`src/rtl/debounce_event_ctrl.sv`:
```
`default_nettype none
// ============================================================================
// Module      : debounce_event_ctrl
// Description : Multi-channel input synchronizer and debouncer sharing one
//               tick prescaler. Accepted level changes are arbitrated
//               round-robin into a first-word-fall-through event FIFO that
//               is drained over a valid/ready interface.
// Revision    : 1.0 - initial release
// ============================================================================
module debounce_event_ctrl #(
  parameter int N_CH       = 4,
  parameter int TICK_DIV   = 1000,
  parameter int DEB_TICKS  = 200,
  parameter int FIFO_DEPTH = 4
) (
  input  logic                    clk,
  input  logic                    reset_n,
  input  logic [N_CH-1:0]         p_sigIn,
  output logic [N_CH-1:0]         p_Debounced,
  output logic                    evt_valid,
  output logic [$clog2(N_CH)-1:0] evt_ch,
  output logic                    evt_level,
  input  logic                    evt_ready,
  output logic                    overflow,
  input  logic                    clr_overflow
);

  localparam int         C_CH_W   = $clog2(N_CH);
  localparam int         C_PC_W   = $clog2(TICK_DIV);
  localparam int         C_AW     = $clog2(FIFO_DEPTH);
  localparam int         C_CNT_W  = C_AW + 1;
  localparam int         C_ENT_W  = C_CH_W + 1;
  localparam logic [7:0] C_DEB_LAST = 8'(DEB_TICKS - 1);

  logic [N_CH-1:0]    r_sync1;
  logic [N_CH-1:0]    r_sync2;
  logic [C_PC_W-1:0]  r_pcnt;
  logic               w_tick;
  logic [7:0]         r_cnt [N_CH];
  logic [N_CH-1:0]    r_deb;
  logic [N_CH-1:0]    r_pend;
  logic [N_CH-1:0]    w_accept;
  logic [N_CH-1:0]    w_gnt_oh;
  logic               w_gnt_valid;
  logic [C_CH_W-1:0]  w_gnt_ch;
  logic [C_CH_W-1:0]  w_rr_idx;
  logic [C_CH_W-1:0]  r_last;
  logic [C_ENT_W-1:0] r_mem [FIFO_DEPTH];
  logic [C_AW-1:0]    r_wr_ptr;
  logic [C_AW-1:0]    r_rd_ptr;
  logic [C_CNT_W-1:0] r_count;
  logic               w_full;
  logic               w_push;
  logic               w_pop;
  logic               r_overflow;

  assign w_tick      = (r_pcnt == C_PC_W'(TICK_DIV - 1));
  assign w_full      = (r_count == C_CNT_W'(FIFO_DEPTH));
  assign w_push      = w_gnt_valid && !w_full;
  assign w_pop       = evt_valid && evt_ready;
  assign evt_valid   = (r_count != '0);
  assign evt_ch      = r_mem[r_rd_ptr][C_ENT_W-1:1];
  assign evt_level   = r_mem[r_rd_ptr][0];
  assign p_Debounced = r_deb;
  assign overflow    = r_overflow;

  // Two-flop synchronizer per channel; idle level is high.
  always_ff @(posedge clk or negedge reset_n) begin
    if (!reset_n) begin
      r_sync1 <= '1;
      r_sync2 <= '1;
    end else begin
      r_sync1 <= p_sigIn;
      r_sync2 <= r_sync1;
    end
  end

  // Shared prescaler producing one tick every TICK_DIV cycles.
  always_ff @(posedge clk or negedge reset_n) begin
    if (!reset_n) begin
      r_pcnt <= '0;
    end else if (w_tick) begin
      r_pcnt <= '0;
    end else begin
      r_pcnt <= r_pcnt + C_PC_W'(1);
    end
  end

  // A channel accepts its new level on the tick that completes DEB_TICKS of disagreement.
  for (genvar g = 0; g < N_CH; g++) begin : g_accept
    assign w_accept[g] = (r_sync2[g] != r_deb[g]) && w_tick && (r_cnt[g] == C_DEB_LAST);
  end

  // Per-channel disagreement counters and debounced levels.
  always_ff @(posedge clk or negedge reset_n) begin
    if (!reset_n) begin
      r_deb <= '1;
      for (int i = 0; i < N_CH; i++) r_cnt[i] <= '0;
    end else begin
      for (int i = 0; i < N_CH; i++) begin
        if (r_sync2[i] == r_deb[i]) begin
          r_cnt[i] <= '0;
        end else if (w_accept[i]) begin
          r_cnt[i] <= '0;
          r_deb[i] <= r_sync2[i];
        end else if (w_tick) begin
          r_cnt[i] <= r_cnt[i] + 8'd1;
        end
      end
    end
  end

  // Round-robin search for the first pending channel after the last grant.
  always_comb begin
    w_gnt_valid = 1'b0;
    w_gnt_ch    = '0;
    w_rr_idx    = '0;
    for (int i = 1; i <= N_CH; i++) begin
      w_rr_idx = C_CH_W'((int'(r_last) + i) % N_CH);
      if (!w_gnt_valid && r_pend[w_rr_idx]) begin
        w_gnt_valid = 1'b1;
        w_gnt_ch    = w_rr_idx;
      end
    end
  end

  // One-hot mask of the channel whose pending event is pushed this cycle.
  always_comb begin
    w_gnt_oh = '0;
    if (w_push) w_gnt_oh[w_gnt_ch] = 1'b1;
  end

  // Pending bits and arbiter pointer; a fresh acceptance overrides a same-cycle grant.
  always_ff @(posedge clk or negedge reset_n) begin
    if (!reset_n) begin
      r_pend <= '0;
      r_last <= C_CH_W'(N_CH - 1);
    end else begin
      r_pend <= (r_pend & ~w_gnt_oh) | w_accept;
      if (w_push) r_last <= w_gnt_ch;
    end
  end

  // Sticky overflow: an acceptance on a channel whose earlier event is still unqueued.
  // A grant in the same cycle queues the older level, so nothing is lost there.
  always_ff @(posedge clk or negedge reset_n) begin
    if (!reset_n) begin
      r_overflow <= 1'b0;
    end else if (|(w_accept & r_pend & ~w_gnt_oh)) begin
      r_overflow <= 1'b1;
    end else if (clr_overflow) begin
      r_overflow <= 1'b0;
    end
  end

  // Event FIFO storage and pointers; the head is presented combinationally.
  always_ff @(posedge clk or negedge reset_n) begin
    if (!reset_n) begin
      r_wr_ptr <= '0;
      r_rd_ptr <= '0;
      r_count  <= '0;
      for (int i = 0; i < FIFO_DEPTH; i++) r_mem[i] <= '0;
    end else begin
      if (w_push) begin
        r_mem[r_wr_ptr] <= {w_gnt_ch, r_deb[w_gnt_ch]};
        r_wr_ptr        <= r_wr_ptr + C_AW'(1);
      end
      if (w_pop) r_rd_ptr <= r_rd_ptr + C_AW'(1);
      case ({w_push, w_pop})
        2'b10:   r_count <= r_count + C_CNT_W'(1);
        2'b01:   r_count <= r_count - C_CNT_W'(1);
        default: r_count <= r_count;
      endcase
    end
  end

endmodule
`default_nettype wire

```
`config.mk`:
```
export PLATFORM = sky130hd
export DESIGN_NAME = debounce_event_ctrl
export DESIGN_NICKNAME = d
export VERILOG_FILES = /design/src/rtl/debounce_event_ctrl.sv
export SDC_FILE = /design/constraint.sdc
export NUM_CORES = 1
export LEC_CHECK = 0
export BUFFER_PORTS_ARGS = -buffer_cell sky130_fd_sc_hd__buf_4
export CORE_MARGIN = 1.5
export CORE_UTILIZATION = 55
export DETAILED_ROUTE_END_ITERATION = 6
export PLACE_DENSITY = 0.79
export SETUP_SLACK_MARGIN = 0.4
export SLEW_MARGIN = 20
export SYNTH_ARGS = -nofsm -noshare
export SYNTH_HDL_FRONTEND = slang
export SYNTH_SLANG_ARGS = --single-unit
```
`constraint.sdc`:
```
create_clock -name clk -period 4.6 [get_ports clk]
set_clock_uncertainty 0.05 [all_clocks]
set_input_delay 0.92 -clock clk [delete_from_list [all_inputs] [get_ports clk]]
set_output_delay 0.92 -clock clk [all_outputs]
set_load 0.02 [all_outputs]
```
# Yosys cells after proc, flatten, opt, wreduce, memory -nomap -nowiden
# Index checks and enable logic that the tools add are counted.
[word_totals] wordCells=144 ram_bits=0 n_memories=0 romBits=0 reg_bits=80 out_inout_bits=9 latch_bits=0
[classes] div=0 shift=0 n_bitwise=11 muxes=43 eq_ne=16 magnitude_cmp=9 n_addsub=13 mul=0 n_reduce_logical=31
[ops] operator="8-bit 2-to-1 mux" count=12
[ops] operator="8-bit by 1-bit adder with 8-bit output (second input constant)" count=4
[ops] operator="8-bit == test (second input constant)" count=4
[ops] operator="1-bit logical AND" count=15
[ops] operator="2-bit by 3-bit less-than comparator with 1-bit output (second input constant)" count=5
[ops] operator="3-bit nonzero test" count=5
[ops] operator="4-bit bitwise AND" count=3
[ops] operator="12-bit bitwise mux" count=1
[ops] operator="1-bit 2-to-1 mux" count=12
[ops] operator="10-bit by 1-bit adder with 10-bit output (second input constant)" count=1
[ops] operator="1-bit binary-select mux with 2-bit select" count=5
[ops] operator="10-bit == test (second input constant)" count=1
[ops] operator="10-bit 2-to-1 mux" count=1
[ops] operator="3-bit 2-to-1 mux" count=3
[ops] operator="2-bit by 1-bit adder with 2-bit output (second input constant)" count=4
[ops] operator="2-bit 2-to-1 mux" count=4
[ops] operator="2-bit AND reduction" count=4
[ops] operator="3-bit binary-select mux with 2-bit select" count=1
[ops] operator="3-bit demux with 2-bit select" count=1
[ops] operator="3-bit greater-or-equal comparator (second input constant)" count=2
[ops] operator="2-bit inverter with 3-bit output" count=2
[ops] operator="3-bit case mux with 2 select lines" count=1
[ops] operator="2-bit adder (second input constant)" count=2
[ops] operator="1-bit == test" count=4
[ops] operator="16 further kinds" count=26

# Longest topological paths before layout
# Gate-level depths: netlist of the first run.
[depth] depth_word=22 ltp_mapped=11

# Least setup slack after synthesis of the first run
# Ideal clock, no wire load.
[synth_path] path_type="input to register" startpoint="input port evt_ready" endpoint="register r_count[2]" setup_ns=0.079 arrival_ns=2.046 cell_stages=7 path_buffers=0 slack_ns=2.425 cell_sequence="and2_1 ha_1 inv_1 fa_1 xor2_1 nor2_1 xor2_1"
[synth_via] elab_chain_len=3 elab_cells_between_ends=5 cone_classes="eq/ne (2); mux (1); reduce/logical (2)"
[synth_rtl] item="from (decl)" line="23" rtl="input logic evt_ready,"
[synth_rtl] item="1-bit logical AND (*)" line="60" rtl="assign w_pop = evt_valid && evt_ready;"
[synth_rtl] item="2-bit by 1-bit == test with 1-bit output or 2-bit == test (tied branches)" line="169" rtl="case ({w_push, w_pop})"
[synth_rtl] item="3-bit case mux with 2 select lines or 2-bit nonzero test (tied branches)"
[synth_rtl] item="to (signal assigned)" line="170" rtl="2'b10: r_count <= r_count + C_CNT_W'(1);"
[synth_rtl] item="to (signal assigned)" line="171" rtl="2'b01: r_count <= r_count - C_CNT_W'(1);"
[synth_rtl] item="to (signal assigned)" line="172" rtl="default: r_count <= r_count;"
[synth_rtl] item="to (decl)" line="51" rtl="logic [C_CNT_W-1:0] r_count;"
# Mark *: on every way between the ends. The rest lies on a longest branch, timed or not.
# A chain may end at the register's enable or synchronous reset.

# Final worst setup path of the first run
[layout_path] startpoint="register r_rd_ptr[0]" endpoint="output port evt_ch[1]"
[layout_via] elab_chain_len=4
[layout_rtl] item="from (decl)" line="50" rtl="logic [C_AW-1:0] r_rd_ptr;"
[layout_rtl] item="from (signal assigned)" line="168" rtl="if (w_pop) r_rd_ptr <= r_rd_ptr + C_AW'(1);"
[layout_rtl] item="2-bit inverter with 3-bit output (not written as such)" line="62" rtl="assign evt_ch = r_mem[r_rd_ptr][C_ENT_W-1:1];"
[layout_rtl] item="3-bit binary-select mux with 2-bit select" line="62"
[layout_rtl] item="3-bit 2-to-1 mux (2 in series)"
[layout_rtl] item="to (decl)" line="21" rtl="output logic [$clog2(N_CH)-1:0] evt_ch,"
# No other way between the ends. The select of a mux whose other input is x is not followed.

==> impl_metrics.tcl, run 1 <==
set metrics [dict create \
    crit_arrival_ps 1540 \
    tns_ps 0 \
    crit_path_start_kind "flop" \
    diodes 0 \
    holdWs_ps 308.0 \
    timing.rr.start "r_pcnt[0]" \
    netlist_top_cells_area "dfrtp_1 (43%), dfstp_2 (9.5%), o21ai_0 (5.8%)" \
    ios 17 \
    cts_setup_buffers 0 \
    crit_path_start "r_rd_ptr[0]" \
    stdcell_area_um2 4290 \
    ys_ff_latch 80 \
    peakVddDrop_mv 0.2733 \
    overflow 0 \
    status "complete, no violations" \
    layoutNonFillerInstCount 492 \
    cts_tree "yes" \
    hold_viol_final 0 \
    dpl.hpwl_mm 4.583 \
    areaGrowthSynthToFinish_pct 11.08 \
    dp.cells 475 \
    required_ps 3630 \
    cts.path.max_buffers 2 \
    clock.fmax_mhz 397.9 \
    post_drt_wl_per_cell_um 13.44 \
    htree_levels 3 \
    p_leak_nw 1.937 \
    setup_viol 0 \
    path_clk_slew_ps 70 \
    seq_area_frac_synth_pct 52.28 \
    ys.flop_type "dfrtp_1" \
    cts_made_buffers 9 \
    slew_headroom_pct 57.34 \
    hp-start "r_sync1[0]" \
    chipHeight_um 86.80 \
    synth_area_um2 3862 \
    fin_crit_sh_pct 54.63 \
    floorplan.die.width_um 86.80 \
    cts_resized 0 \
    yosys_warnings 0 \
    cp_max_fo 5 \
    worst_slew_pin_slew_ps 639.9 \
    drv_slew 0 \
    core_um2 6794 \
    cts-root-buf "clkbuf_8" \
    synth_edf_count 0 \
    drive_above_1_share_pct 15.91 \
    drt_pass1_iterations 4 \
    grt_max_degree 81 \
    start_util_pct 56.85 \
    vias_per_cell 5.530 \
    row_count 30 \
    nets 410 \
    period_minus_slack_ps 2513 \
    fp.dieArea_um2 7534 \
    clock_latency_ps 350 \
    p_per_area_nw_per_um2 331.7 \
    synth_area_per_cell_um2 10.38 \
    async_reset_ff_share_pct 100.0 \
    ys_types 41 \
    place_congestion 0.8590 \
    grt_pass1_wl_mm 11.74 \
    drt-initial-drc-count 109 \
    cap_violations 0 \
    antenna_left 0 \
    wirelength_mm 6.612 \
    grt_usage_pct 19.85 \
    vias 2721 \
    synth_area_leader_cell "dfrtp_1" \
    rsz0062_at_grt "false" \
    antenna_found_initial 0 \
    synth_fp_nets 391 \
    syn_inst 372 \
    grt_pass1_vias 2656 \
    holdBufCountCts 0 \
    worstSetupEndpointType "output pin" \
    fin_util_pct 63.15 \
    cts_num_sinks 80 \
    synth_top_area_share_pct 42.76 \
    port_buffers 16 \
    route.detailed.drc 0 \
    crit_type "flop to output pin" \
    placed_cell_area_um2 4056 \
    hp-class "flop to flop" \
]
[cells by family after synthesis]
family                   share of synthesized area [%]
AND/OR/NAND/NOR                                  18.46
flip-flops                                       52.28
AO/OA/AOI/OAI                                    10.92
XOR/XNOR                                         5.669
buffers and inverters                            2.462
multiplexers                                     6.446
adder cells (fa/ha/maj)                          3.758
[Yosys cell counts (5+ instances only)]
cell type	n
or3_1	6
xnor2_1	11
inv_1	13
and3_1	14
ha_1	10
nand3_1	19
dfrtp_1	66
mux2_2	9
dfstp_2	14
o22ai_1	5
nor2_1	31
xor2_1	14
nor2b_1	7
nand2b_1	7
o21ai_0	45
o31ai_1	12
mux2i_1	8
nand2_1	41
[cell usage in the layout, fill, tap and decap left out, drive strengths merged, types with 2 or more instances in the layout]
cell    synthesis  routed
o21ai          46      46
nand3b          4       4
buf             5      17
or3             6       6
clkbuf          4      12
a21oi           2       2
and2            4       4
dfstp          14      14
nand2b          7       7
mux4            3       3
ha             10      10
nor4            2       2
nand4           2       2
xnor2          11      11
dfrtp          66      66
o22ai           5       5
inv            13      14
and3           14      14
nand3          19      19
nor2b           7       7
o31ai          13      13
nand2          41      41
mux2            9       9
mux2i           8       8
xor2           14      14
nor2           32      32
[worst paths after layout]
check,cells past startpoint,slack (ps),end
worst max-delay path,2,2090,evt_ch[1]
max in group asynchronous,2,3400,r_sync1[2]
min in group asynchronous,1,460,r_count[0]
worst min-delay path,0,310,r_sync2[0]
worst min register to register,0,310,r_sync2[0]
worst max register to register,5,2130,r_cnt[29]
[power breakdown]
| group | leakage, nW | internal, mW | switching [mW] |
|---|---|---|---|
| Combinational | 0.791 | 0.0595 | 0.0689 |
| Clock | 0.103 | 0.282 | 0.249 |
| Sequential | 1.04 | 0.734 | 0.0298 |
[critical path, stage by stage, from the launching register on]
cell     delay, ps
dfrtp_1        500
mux4_2         530
buf_4          170
[per-stage QoR]
stage / power (mW) / setup WS, ps
after detailed placement: 0.9046 / 2132
after global placement: 0.9002 / 2267
after CTS: 1.435 / 2072
final: 1.423 / 2087
after floorplan: 0.8629 / 2425
after global routing: 1.493 / 1852
[cell type report]
| class | count | area, um^2 |
|---|---|---|
| clock buffers | 12 | 155.1 |
| fillers | 542 | 2504 |
| flip-flops and latches | 80 | 2019 |
| clock inverters | 4 | 51.30 |
| inverters | 13 | 48.80 |
| well taps | 96 | 120.1 |
| multi-input cells | 270 | 1748 |
| repair buffers | 17 | 147.6 |
[sequential cells by signal, indices dropped and copies added, names as in the netlist]
name / flops
r_cnt: 32
r_mem: 12
r_pcnt: 10
p_Debounced: 4
r_pend: 4
r_sync1: 4
r_sync2: 4
r_count: 3
r_last: 2
r_rd_ptr: 2
r_wr_ptr: 2
overflow: 1
[metal layers]
| layer | wire length, um | part of all wire (%) | track usage [%] | vias up |
|---|---|---|---|---|
| li1 | - | - | - | 1338 |
| met1 | 3205 | 48 | 26.39 | 1322 |
| met2 | 3086 | 47 | 32.14 | 50 |
| met3 | 241 | 3.6 | 5.524 | 11 |
| met4 | 79 | 1.2 | 5.279 | 0 |
| met5 | 0 | 0 | 0 | - |
No activity file was read; power rests on OpenSTA's default activity.
==> run 2, diff against run 1 <==
--- a/config.mk
+++ b/config.mk
@@ -9,7 +9,7 @@
 export CORE_MARGIN = 1.5
 export CORE_UTILIZATION = 55
 export DETAILED_ROUTE_END_ITERATION = 6
-export PLACE_DENSITY = 0.79
+export PLACE_DENSITY = 0.82
 export SETUP_SLACK_MARGIN = 0.4
 export SLEW_MARGIN = 20
 export SYNTH_ARGS = -nofsm -noshare
==> constraint.sdc (replaced) <==
create_clock -name clk -period 2 [get_ports clk]
set_clock_uncertainty 0.05 [all_clocks]
set_input_delay 0.4 -clock clk [delete_from_list [all_inputs] [get_ports clk]]
set_output_delay 0.4 -clock clk [all_outputs]
set_load 0.02 [all_outputs]
==> run 2 against run 1 <==
  * Die area did not move
  * Global-route usage rose by 6.7 points
  * Register-to-register slack got worse by 2300 ps
  * Non-clock buffer count rose by 66
  * Clock power rose to 2.6 times the previous value
  * Worst setup slack got worse by 2200 ps
  * Sequential cell count did not move
  * The flow now finishes with violations (negative setup slack)
  * Final cell count rose by 14%
  * Power rose to 2.5 times the previous value
  * Cell area rose by 31%
==> impl_metrics.tcl, run 2 (synthesized netlist as in run 1, its figures left out) <==
set metrics [dict create \
    tns_ps -741.6 \
    drv_slew 0 \
    areaGrowthSynthToFinish_pct 45.06 \
    crit_type "flop to flop" \
    largest_reg_flops 32 \
    hp-class "input port to flop" \
    start_util_pct 56.85 \
    period_minus_slack_ps 2151 \
    final_cell_mix "dfrtp_1 (60), buf_4 (49), nand2_1 (36)" \
    setup_viol 7 \
    post_drt_wl_per_cell_um 19.86 \
    nets 480 \
    multiInputGateArea_um2 2425 \
    route.detailed.drc 0 \
    status "complete, but fails checks" \
    cts_made_buffers 9 \
    path_clk_slew_ps 90 \
    floorplan.die.width_um 86.80 \
    antenna_found_initial 0 \
    vias 3337 \
    grt_pass1_vias 3230 \
    p_per_area_nw_per_um2 645.5 \
    core_um2 6794 \
    regMostFlops "r_cnt" \
    chipHeight_um 86.80 \
    place_congestion 0.7879 \
    cts_num_sinks 80 \
    port_buffers 16 \
    final_common_cell "dfrtp_1" \
    slew_headroom_pct 53.01 \
    fp.dieArea_um2 7534 \
    peakVddDrop_mv 0.4811 \
    clock_latency_ps 370 \
    clock.fmax_mhz 465.0 \
    wirelength_mm 11.16 \
    drt-initial-drc-count 215 \
    diodes 0 \
    seq_area_um2 2027 \
    htree_levels 3 \
    grt_usage_pct 26.59 \
    vias_per_cell 5.938 \
    layoutNonFillerInstCount 562 \
    crit_arrival_ps 2350 \
    crit_path_start_kind "flop" \
    cts.path.max_buffers 2 \
    worst_slew_pin_slew_ps 699.8 \
    worstSetupEndpointType "flop" \
    ios 17 \
    setup_ws_ps -150.6 \
    p_leak_nw 2.467 \
    antenna_left 0 \
    n_fill_cell 341 \
    power_mw 3.617 \
    top_regs "r_cnt: 32 flops, r_mem: 12 flops, r_pcnt: 10 flops" \
    dp.cells 485 \
    drt_pass1_iterations 4 \
    fin_util_pct 82.47 \
    overflow 0 \
    hold_viol_final 0 \
    rsz0062_at_grt "true" \
    cap_violations 0 \
    cts-root-buf "clkbuf_8" \
    cts_tree "yes" \
    required_ps 2200 \
    row_count 30 \
    cp_max_fo 6 \
    fin_crit_sh_pct 107.5 \
    dpl.hpwl_mm 4.952 \
    drive_above_1_share_pct 50.21 \
    grt_max_degree 50 \
    violations "negative setup slack" \
    grt_pass1_wl_mm 15.28 \
]
[run 2: cell types whose count changed in the layout (fill, tap and decap cells not counted), moves of 6 or more]
cell     delta
buf_6      +32
buf_4      +33
o31ai_1     -6
nor2_4     +18
o21ai_0    -38
o21ai_1    +13
o21ai_2    +25
or3_4       +7
dfrtp_1     -6
nor2_1     -21
dfrtp_2     +6
[run 2: power by group]
part           leakage (nW)  switching (mW)  total, mW  internal (mW)
Sequential             1.03          0.0794       1.77           1.69
Clock                 0.114           0.600       1.37          0.771
Combinational          1.32           0.238      0.476          0.239
[run 2: through the flow]
step	area (um^2)	setup WS, ps	hold WS, ps
2_1_floorplan	4041	40.89	54.41
3_3_place_gp	4267	28.86	295.8
3_5_place_dp	4267	-85.65	297.5
4_1_cts	5090	-14.37	82.58
5_1_grt	5603	-184.8	77.96
6_report	5603	-150.6	90.03
[run 2: layer usage]
layer	global-route usage (%)	up-vias	routed length, um
met5	0	-	0
met4	9.677	0	351
met3	7.714	37	485
met2	46.93	110	6135
met1	30.56	1695	4190
li1	-	1495	-
[run 2: path summary, 6_finish.rpt]
| kind | startpoint | end | slack, ps | cells past startpoint |
|---|---|---|---|---|
| setup / recovery | r_pend[3] | overflow | -150 | 5 |
| hold / removal | p_sigIn[2] | r_sync1[2] | 90 | 1 |
| setup reg to reg | r_pend[3] | overflow | -150 | 5 |
| hold reg to reg | r_sync1[0] | r_sync2[0] | 310 | 0 |
| max in group asynchronous | reset_n | r_sync1[3] | 770 | 3 |
| min in group asynchronous | reset_n | r_pend[2] | 460 | 2 |
[run 2: area by class of cell]
cell class | instances | area share, %
Clock buffer | 13 | 2.836
Clock inverter | 3 | 1.161
Tap cell | 96 | 2.144
Multi-Input combinational cell | 274 | 43.28
Inverter | 13 | 0.8709
Sequential cell | 80 | 36.18
Timing Repair Buffer | 83 | 13.53
[run 2: timing repair]
item	in CTS	in global routing
pin swaps	37	26
endpoints found under the hold margin	28	0
resized for setup	79	83
setup buffers	31	24
cloned	5	0
hold buffers	1	0
setup endpoints to repair	59	67
[run 2: critical path, cell delays in order (launching register included)]
cell	delay, ps
dfrtp_2	490
a211oi_1	530
nor3_2	170
o31ai_2	330
nor2_1	80
or3_1	380
==> run 3, diff against run 2 <==
--- a/config.mk
+++ b/config.mk
@@ -6,10 +6,10 @@
 export NUM_CORES = 1
 export LEC_CHECK = 0
 export BUFFER_PORTS_ARGS = -buffer_cell sky130_fd_sc_hd__buf_4
-export CORE_MARGIN = 1.5
+export CORE_MARGIN = 5
 export CORE_UTILIZATION = 55
 export DETAILED_ROUTE_END_ITERATION = 6
-export PLACE_DENSITY = 0.82
+export PLACE_DENSITY = 0.75
 export SETUP_SLACK_MARGIN = 0.4
 export SLEW_MARGIN = 20
 export SYNTH_ARGS = -nofsm -noshare
==> run 3 against run 2 <==
  * The run still ends with negative setup slack left
  * Global-route usage decreased by 6.0 points
  * Cell area down 2.2%
  * Combinational power hardly changed
  * Hold slack gained 3.8 ps
  * Clock power is 10% lower
  * Sequential share of layout area up 0.74 points
  * Utilization shrank 2.2 points
  * Critical path depth grew 2
  * Count of clock-buffer cells in the layout decreased by 2
  * Worst setup slack better by 63 ps
  * Via count shrank 4.4%
  * Critical endpoint unchanged
  * Largest cell class unchanged
  * Largest power group unchanged
  * Highest routed layer unchanged
==> impl_metrics.tcl, run 3 (synthesized netlist as in run 1, its figures left out) <==
set metrics [dict create \
    timing.reg2reg.worst_path_depth 7 \
    peakVddDrop_mv 0.4089 \
    final_common_cell "dfrtp_1" \
    period_minus_slack_ps 2087 \
    overflow 0 \
    layoutNonFillerInstCount 558 \
    largest_reg_flops 32 \
    setup_viol 6 \
    reg2reg_to "overflow" \
    cts_tree "yes" \
    start_util_pct 56.54 \
    path_clk_slew_ps 80 \
    worstPathCellList "buf_4 > nand2_1 > o22ai_2 > nor3_1 > o31ai_1 > nor2_1 > or3_1" \
    grt_pass1_wl_mm 14.31 \
    dpl.hpwl_mm 5.261 \
    n_fill_cell 389 \
    chipHeight_um 93.80 \
    route.detailed.drc 0 \
    row_count 30 \
    cts-root-buf "clkbuf_8" \
    required_ps 2180 \
    slowest_stage "dfstp_2" \
    drv_slew 0 \
    worst_slew_pin_slew_ps 534.2 \
    hp-class "input port to flop" \
    cap_violations 0 \
    fin_util_pct 80.22 \
    diodes 0 \
    stdcell_area_um2 5480 \
    endpoint "overflow" \
    hp-start "p_sigIn[2]" \
    hold_viol_final 0 \
    floorplan.die.width_um 93.80 \
    top_regs "r_cnt: 32 flops, r_mem: 12 flops, r_pcnt: 10 flops" \
    cts_made_buffers 9 \
    p_leak_nw 2.402 \
    grt_usage_pct 20.54 \
    path_depth 7 \
    worstSetupEndpointType "flop" \
    final_cell_mix "dfrtp_1 (63), buf_4 (47), nand2_1 (35)" \
    holdWs_ps 93.84 \
    setup_ws_ps -87.16 \
    nets 476 \
    cts.path.max_buffers 2 \
    crit_path_start "r_last[1]" \
    slew_headroom_pct 64.13 \
    crit_path_start_kind "flop" \
    status "complete, but fails checks" \
    p_per_area_nw_per_um2 632.3 \
    port_buffers 16 \
    clock.fmax_mhz 479.1 \
    dp.cells 489 \
    seq_area_um2 2023 \
    htree_levels 3 \
    vias_per_cell 5.717 \
    cts_num_sinks 80 \
    core_um2 6832 \
    rrSetupSlack_ps -90 \
    multiInputGateArea_um2 2338 \
    slowest_delay_ps 580 \
    ios 17 \
    tns_ps -337.9 \
    drt_pass1_iterations 4 \
    drt-initial-drc-count 134 \
    crit_arrival_ps 2270 \
    fp.dieArea_um2 8798 \
    rsz0062_at_grt "true" \
    antenna_found_initial 0 \
    violations "negative setup slack" \
    vias 3190 \
    place_congestion 0.8025 \
    post_drt_wl_per_cell_um 17.19 \
    wirelength_mm 9.592 \
    antenna_left 0 \
    cp_top_family "simple AND/OR/NAND/NOR gates" \
    crit_buf_inv 1 \
    grt_pass1_vias 3124 \
    drive_above_1_share_pct 49.35 \
    grt_max_degree 34 \
    regMostFlops "r_cnt" \
    fin_crit_sh_pct 104.4 \
    clock_latency_ps 360 \
    placed_cell_area_um2 4297 \
    whs_path_depth 1 \
    crit_type "flop to flop" \
    areaGrowthSynthToFinish_pct 41.89 \
    timing.rr.start "r_last[1]" \
    cp_max_fo 5 \
]
==> run 3: per-stage QoR <==
step	setup WS, ps	power, mW
global route	-159.0	3.594
CTS	-14.68	3.428
finish	-87.16	3.465
floorplan	40.89	2.049
global placement	20.78	2.138
detailed placement	-91.20	2.162
==> run 3: worst reg2reg max path: stages (launching register included) <==
cell     delay (ps)
dfstp_2         580
buf_4           160
nand2_1          80
o22ai_2         180
nor3_1          100
o31ai_1         360
nor2_1           80
or3_1           370
==> run 3: worst min path at each step <==
stage                            end  slack [ps]
after CTS                 r_sync1[2]          90
final                     r_sync1[2]          90
after detailed placement  r_sync2[0]         300
after global placement    r_sync2[1]         300
after global routing      r_sync1[2]          90
after floorplan             overflow          50
==> run 3: what timing repair did <==
item	4_1_cts	5_1_grt
endpoints found under the hold margin	27	0
hold buffers	1	0
gates cloned	3	0
gates resized for setup	72	77
setup endpoints to repair	63	67
pin swaps	20	30
buffers inserted	27	22
==> run 3: routing by layer <==
layer	wire (um)	global-route usage [%]
met2	5078	35.60
met4	248	8.424
met3	307	3.365
met5	0	0
met1	3957	25.38
==> run 3: layout make-up <==
type                            instances  area share [%]
Inverter                               13          0.8904
Tap cell                               96           2.192
Clock buffer                           11           2.763
Clock inverter                          5           1.005
Timing Repair Buffer                   81           13.56
Multi-Input combinational cell        272           42.67
Sequential cell                        80           36.92
==> run 3: where the power goes <==
group          internal (mW)  switching (mW)  leakage [nW]
clock                  0.640           0.589         0.101
sequential              1.69          0.0723          1.04
combinational          0.250           0.224          1.26
total                   2.58           0.885          2.40
